===== src/rtl/std_log2_pkg.sv =====
// std_log2_pkg
//   Shared types and helpers for the unsigned log2 primitive.
//   state_t : FSM encoding for std_log2_pipe (IDLE, FRAC, DONE).
//   int_w() : width of the integer part of log2 for a given operand width.
package std_log2_pkg;

  typedef enum logic [1:0] {
    IDLE = 2'd0,
    FRAC = 2'd1,
    DONE = 2'd2
  } state_t;

  // Bits needed to hold an MSB index for a width-bit operand (at least 1).
  function automatic int unsigned int_w(input int unsigned width);
    return (width > 1) ? $clog2(width) : 1;
  endfunction

endpackage


===== src/rtl/std_lead_one_enc.sv =====
// std_lead_one_enc
//   Combinational priority encoder: index of the most significant set bit.
//   in    : operand
//   idx   : MSB index (0 when in == 0)
//   valid : in != 0
module std_lead_one_enc
  import std_log2_pkg::*;
#(
  parameter int unsigned width = 32
) (
  input  logic [width-1:0]        in,
  output logic [int_w(width)-1:0] idx,
  output logic                    valid
);

  localparam int unsigned IDX_W = int_w(width);

  // Ascending scan: the last set bit seen is the most significant one.
  always_comb begin
    idx = '0;
    for (int unsigned i = 0; i < width; i++) begin
      if (in[i]) idx = IDX_W'(i);
    end
    valid = |in;
  end

endmodule


===== src/rtl/std_log2_pipe.sv =====
// std_log2_pipe
//   Multi-cycle unsigned fixed-point log2 with go/done handshake.
//   Integer part from a leading-one encode, then one fraction bit per cycle
//   by repeated squaring of the normalized mantissa (truncating).
//   clk   : clock, rising edge
//   reset : asynchronous, active-high
//   go    : level request, held until done
//   in    : unsigned operand, sampled on the IDLE->FRAC edge
//   out   : zero-extended result, {int part, frac_width fraction bits}
//   done  : one-cycle completion pulse
module std_log2_pipe
  import std_log2_pkg::*;
#(
  parameter int unsigned width      = 32,
  parameter int unsigned frac_width = 8
) (
  input  logic             clk,
  input  logic             reset,
  input  logic             go,
  input  logic [width-1:0] in,
  output logic [width-1:0] out,
  output logic             done
);

  localparam int unsigned INT_W = int_w(width);
  localparam int unsigned CNT_W = (frac_width > 1) ? $clog2(frac_width) : 1;
  localparam logic [CNT_W-1:0] CNT_LAST = CNT_W'(frac_width - 1);

  state_t                  state;
  logic [width-1:0]        m;
  logic [CNT_W-1:0]        cnt;
  logic [frac_width-1:0]   frac;
  logic [INT_W-1:0]        e;

  logic [INT_W-1:0]        lead_idx;
  logic                    lead_valid;
  logic [INT_W-1:0]        shamt;
  logic [2*width-1:0]      sq;
  logic                    frac_bit;
  logic [width-1:0]        m_next;
  logic [frac_width-1:0]   frac_next;
  logic [width-1:0]        result;
  logic                    unused_sq_lsbs;

  std_lead_one_enc #(
    .width(width)
  ) u_enc (
    .in   (in),
    .idx  (lead_idx),
    .valid(lead_valid)
  );

  // Left shift that puts the leading one at bit width-1 (Q1.(width-1)).
  assign shamt = INT_W'(width - 1) - lead_idx;

  // m in [1,2) so sq in [1,4); its top bit says whether sq >= 2.
  assign sq        = {{width{1'b0}}, m} * {{width{1'b0}}, m};
  assign frac_bit  = sq[2*width-1];
  assign m_next    = frac_bit ? sq[2*width-1:width] : sq[2*width-2:width-1];
  assign frac_next = (frac << 1) | frac_width'(frac_bit);
  assign unused_sq_lsbs = ^sq[width-2:0];

  always_comb begin
    result = '0;
    result[INT_W+frac_width-1:frac_width] = e;
    result[frac_width-1:0] = frac_next;
  end

  always_ff @(posedge clk or posedge reset) begin
    if (reset) begin
      state <= IDLE;
      out   <= '0;
      done  <= 1'b0;
      m     <= '0;
      cnt   <= '0;
      frac  <= '0;
      e     <= '0;
    end else begin
      case (state)
        IDLE: begin
          if (go) begin
            if (lead_valid) begin
              e     <= lead_idx;
              m     <= in << shamt;
              frac  <= '0;
              cnt   <= '0;
              state <= FRAC;
            end else begin
              out   <= '0;
              done  <= 1'b1;
              state <= DONE;
            end
          end
        end
        FRAC: begin
          if (!go) begin
            state <= IDLE;
          end else begin
            m    <= m_next;
            frac <= frac_next;
            if (cnt == CNT_LAST) begin
              out   <= result;
              done  <= 1'b1;
              state <= DONE;
            end else begin
              cnt <= cnt + 1'b1;
            end
          end
        end
        DONE: begin
          done  <= 1'b0;
          state <= IDLE;
        end
        default: state <= IDLE;
      endcase
    end
  end

endmodule

===== config.mk =====
export PLATFORM = sky130hd
export DESIGN_NAME = std_log2_pipe
export DESIGN_NICKNAME = d
export VERILOG_FILES = /design/src/rtl/std_log2_pkg.sv /design/src/rtl/std_lead_one_enc.sv /design/src/rtl/std_log2_pipe.sv
export SDC_FILE = /design/constraint.sdc
export NUM_CORES = 2
export LEC_CHECK = 0
export ABC_AREA = 1
export ABC_CLOCK_PERIOD_IN_PS = 9600
export CORE_ASPECT_RATIO = 0.6
export CORE_MARGIN = 8
export CORE_UTILIZATION = 40
export DETAILED_ROUTE_END_ITERATION = 10
export PLACE_DENSITY_LB_ADDON = 0.2
export SKIP_CTS_REPAIR_TIMING = 1
export SYNTH_ARGS = -nofsm -noshare
export SYNTH_HDL_FRONTEND = slang
export SYNTH_SLANG_ARGS = --single-unit

===== constraint.sdc =====
create_clock -name clk -period 9.6 [get_ports clk]
set_clock_uncertainty 0.15 [all_clocks]
set_input_delay 0.96 -clock clk [delete_from_list [all_inputs] [get_ports clk]]
set_output_delay 0.96 -clock clk [all_outputs]
set_load 0.01 [all_outputs]

# Word level (Yosys, flattened, before mapping)

Cells that the tools add are included.

Flip-flop bits (word level): 82
Output and inout bits: 33

Add/sub/neg operators: 2
Multipliers: 1
Eq/ne operators: 10
Shift operators: 1
Mux-type cells: 60
Bitwise logic cells: 1
Reduce and logical (&&, ||, !) cells: 10

Operators by type and width:

| kind                                        | count |
|---|---|
| two-way mux 32 bit                          | 8 |
| case mux 32 bit (2 select lines)            | 2 |
| two-way mux 5 bit                           | 16 |
| multiplier 32 x 32 -> 64 bit                | 1 |
| two-way mux 4 bit                           | 8 |
| OR reduction 32 bit                         | 1 |
| << shifter 32 x 5 -> 32 bit                 | 1 |
| two-way mux 3 bit                           | 8 |
| two-way mux 7 bit                           | 3 |
| AND reduction 5 bit                         | 3 |
| case mux 7 bit (2 select lines)             | 1 |
| two-way mux 2 bit                           | 6 |
| != test 2 bit, second input constant        | 6 |
| bitwise OR 8 x 1 -> 8 bit                   | 1 |
| case mux 3 bit (2 select lines)             | 1 |
| two-way mux 1 bit                           | 5 |
| subtractor 5 bit, first input constant      | 1 |
| case mux 2 bit (2 select lines)             | 1 |
| AND reduction 4 bit                         | 1 |
| adder 3 x 1 -> 3 bit, second input constant | 1 |
| equality test 3 bit, second input constant  | 1 |
| != test 3 bit, second input constant        | 1 |
| case mux 1 bit (3 select lines)             | 1 |
| AND reduction 3 bit                         | 1 |
| 6 further kinds                             | 6 |

# Depth between registers and ports, before layout

Word-level depth: 36
Mapped depth: 41

# Cells and area by module

Synthesis repeated with hierarchy kept, for this count alone.

Cells, all modules: 4997
Area total of the unflattened synthesis: 36832.8 um^2

By module, submodules not included:

| module           | times used | cells an instance | area an instance (um^2) |
|---|---|---|---|
| std_log2_pipe    | 1          | 4891              | 36403.7 |
| std_lead_one_enc | 1          | 106               | 429.2 |

# Worst setup path before layout

Ideal clock, no wire load.

Kind: reg-to-reg
From: register m[2]
To: register m[2]
Data arrival time: 7.635 ns
Setup slack: 1.741 ns
Cell stages (with the launch flop): 38
Path buffers: 3
Clock period less this slack: 7.859 ns
Path through: dfrtp_1 -> clkbuf_1 -> clkbuf_1 -> nand2_1 -> fa_1 -> inv_1 -> fa_1 -> inv_1 -> fa_1 -> fa_1 -> inv_1 -> fa_1 -> inv_1 -> fa_1 -> inv_1 -> fa_1 -> fa_1 -> ha_1 -> (+2 left out) -> a31oi_1 -> o221ai_1 -> a31oi_1 -> nand2_1 -> nand3_1 -> nand2_2 -> a21oi_2 -> inv_2 -> a21oi_2 -> inv_2 -> nand2_4 -> nand2_8 -> nor2_4 -> inv_2 -> buf_2 -> o21ai_0 -> nor2_1 -> a21oi_2

Word-level cells in the longest chain between the ends: 4

Ends and longest elaborated chain:

| element                          | RTL line            | text |
|---|---|---|
| start, declared                  | std_log2_pipe.sv:30 | `logic [width-1:0] m;` |
| start signal, assigned           | std_log2_pipe.sv:84 | `m <= in << shamt;` |
| start signal, assigned           | std_log2_pipe.sv:99 | `m <= m_next;` |
| multiplier 32 x 32 -> 64 bit     | std_log2_pipe.sv:57 | `assign sq = {{width{1'b0}}, m} * {{width{1'b0}}, m};` |
| two-way mux 32 bit               | std_log2_pipe.sv:59 | `assign m_next = frac_bit ? sq[2*width-1:width] : sq[2*width-2:width-1];` |
| two-way mux 32 bit               | std_log2_pipe.sv:96 | `if (!go) begin` |
| case mux 32 bit (2 select lines) | std_log2_pipe.sv:79 | `case (state)` |

Every way passes these cells. The select of a mux whose other input is x is not followed.
A chain may end at the register's enable or synchronous reset.

# Worst setup path after layout

From: register m[15]
To: register m[28]

Same word-level chain as after synthesis.

==> impl_metrics.json <==
{
  "hold_depth": 2,
  "ant_nets": 0,
  "grt_overflow": 0,
  "die_x_um": 394,
  "rr_worst_depth": 32,
  "nFillCells": 8718,
  "nets": 5366,
  "cp-start-kind": "flop",
  "die_y_um": 243,
  "drc": 0,
  "endpoint_kind": "flop",
  "r2r_start": "m[15]",
  "synth-main-ff-cell": "dfrtp_1",
  "clk_path_buf_depth": 2,
  "synth_top_area_share_pct": 46.1,
  "seq_area_sq_mm": 0.00158,
  "worst_path_max_delay_cell": "dfrtp_1",
  "max_stage_delay_ns": 0.96,
  "yosysMostFrequentCell": "inv_1",
  "firstDrtPassIters": 7,
  "cts.sinks": 63,
  "finalCritPeriodShare_pct": 92.5,
  "maxCapViolCount": 0,
  "clock-root-buffer": "clkbuf_16",
  "dp_hpwl_um": 87000,
  "worstMarginPinSlew_ns": 1.29,
  "required_ns": 9.68,
  "synth_cells": 4257,
  "reg2reg_slack_ns": 0.72,
  "grtUsageTotal_pct": 21.6,
  "critPathBufInv": 7,
  "tritoncts": "yes",
  "start_util_pct": 40.3,
  "io_buffers": 48,
  "grt_max_degree": 64,
  "worstPathArrival_ns": 8.96,
  "critPathKind": "reg -> reg",
  "reg2reg_to": "m[28]",
  "vias": 26100,
  "synth_top_cells_by_count": "inv_1 (1324), nand2_1 (794), fa_1 (791), ha_1 (300), nand3_1 (242)",
  "grt_pass1_wl_um": 164000,
  "grt_pass1_vias": 27400,
  "yosysWarnings": 0,
  "cpMostUsedCell": "fa_1",
  "numCtsBuffers": 9,
  "hold_viol_final": 0,
  "wl_per_cell_um": 18.9,
  "grt_setup_unrepaired": "false",
  "multi_input_area_sq_mm": 0.0271,
  "final_max_slew_viol_count": 0,
  "antenna_found_initial": 0,
  "ios": 68,
  "max_freq_mhz": 113,
  "cp-startpoint": "m[15]",
  "avgSynthCellArea_sq_um": 8.07,
  "fin_crit_ns": 8.88,
  "status": "complete, no violations",
  "crit_family": "adder cells",
  "areaGrowthSynthToFinish_pct": 6.40,
  "final.setup.tns_ns": 0,
  "crit_cells": 32,
  "clock_latency_ns": 0.34,
  "gp_congestion": 0.931,
  "yosysSeqAreaShare_pct": 4.59,
  "htreeDepth": 3,
  "post-synth-top-area-cell": "fa_1",
  "cp-endpoint": "m[28]",
  "drt_wl_total_um": 102000,
  "setup_viol": 0,
  "synth_edf_count": 0,
  "core_sq_mm": 0.0853,
  "rows": 83,
  "drive_above_1_share_pct": 3.09,
  "min_path_type": "reg -> reg",
  "die-area_sq_mm": 0.0958,
  "worstPathMaxFanout": 17,
  "viasPerCell": 4.83,
  "clk_pin_slew_worst_paths_ns": 0.06,
  "synth-async-reset-ratio_pct": 100,
  "synth_seq_cells": 63,
  "drt_iter0_markers": 2347,
  "ys_types": 47,
  "netlist_area_sq_mm": 0.0343,
  "maxSlewHeadroom_pct": 13.6,
  "synth.area.top_cells": "fa_1 (46%), inv_1 (14%), ha_1 (11%)"
}
==> metrics by stage <==
stage	hold WS [ns]	utilization [%]	setup WS (ns)	instances	cell area, sq um
finish	0.325	42.8	0.722	5393	36500
global route	0.341	42.8	0.317	5392	36500
CTS	0.328	42.8	0.781	5392	36500
detailed placement	0.312	42.5	0.805	5376	36200
global placement	0.306	42.5	0.914	5376	36200
floorplan	0.304	-	1.74	4275	34400
==> cells in the final DEF (no fill, tap or decap), drive strengths merged <==
cell type and n:
inv 1333, nand2 800, fa 791, ha 300, nand3 242, nor2 153, a21oi 116, o21ai 78
buf 77, dfrtp 63, clkdlybuf4s50 48, xor2 44, xnor2 32, a31oi 31, conb 19, o21bai 18
o21a 12, nand4 10, clkbuf 10, nor4 8, nor3 8, a22oi 7, or2 6, a31o 6
a21o 4, clkinv 4, a21boi 3, o221ai 3, o2111ai 3, o31ai 3, nand3b 3, clkinvlp 3
o211ai 2, diode 1, a211o 1, a211oi 1, o311ai 1, a41oi 1, bufinv 1
==> per-layer routing <==
layer  part of all wire (%)  track usage, %  vias up  routed length [um]
met3                    9.9            5.43       64               10000
met5                      0               0        -                   0
li1                       -               -    12200                   -
met1                     52            35.6    12800               52600
met2                     37            28.6      959               38000
met4                    1.1            2.36        0                1160
==> layout make-up <==
type	instances	share of cell area, %
diodes	1	0.00685
clock inverters	6	0.192
flip-flops and latches	63	4.32
inverters	1335	13.7
repair buffers	125	3.00
well taps	1147	3.93
multi-input cells	2706	74.2
clock buffers	10	0.654
==> cells by family after synthesis <==
kind of cell,count (synthesis),share of synthesized area (%)
adders and majority gates,1091,57.1
other,1,0.0109
buffers and inverters,1506,16.8
AOI/OAI and AO/OA,290,4.90
and+or+nand+nor,1230,14.7
xor gates and xnor gates,76,1.94
DFF,63,4.59
==> flip-flops by register name, summed over array words and instances, names as in the netlist <==
| signal | count |
|---|---|
| m | 32 |
| out | 13 |
| frac | 7 |
| e | 5 |
| cnt | 3 |
| state | 2 |
| done | 1 |
==> worst reg2reg max path, delay by kind of cell, from the launching register on <==
kind | cells | cell delay (ns)
flip-flops | 1 | 0.96
adder cells (fa/ha/maj) | 9 | 4.31
XOR/XNOR | 1 | 0.49
buffers and inverters | 7 | 0.96
AO/OA/AOI/OAI | 6 | 1.08
AND/OR/NAND/NOR | 9 | 0.83
==> how the worst min path moves through the flow <==
stage	startpoint	endpoint	slack, ns
floorplan	e[0]	e[0]	0.30
global placement	out[5]	out[5]	0.31
detailed placement	out[4]	out[4]	0.31
CTS	out[3]	out[3]	0.33
global route	out[1]	out[1]	0.34
finish	out[9]	out[9]	0.33
Power is left out: the tool's default activity adds up to more than one toggle a clock period on the data nets, which glitch-free logic cannot reach.
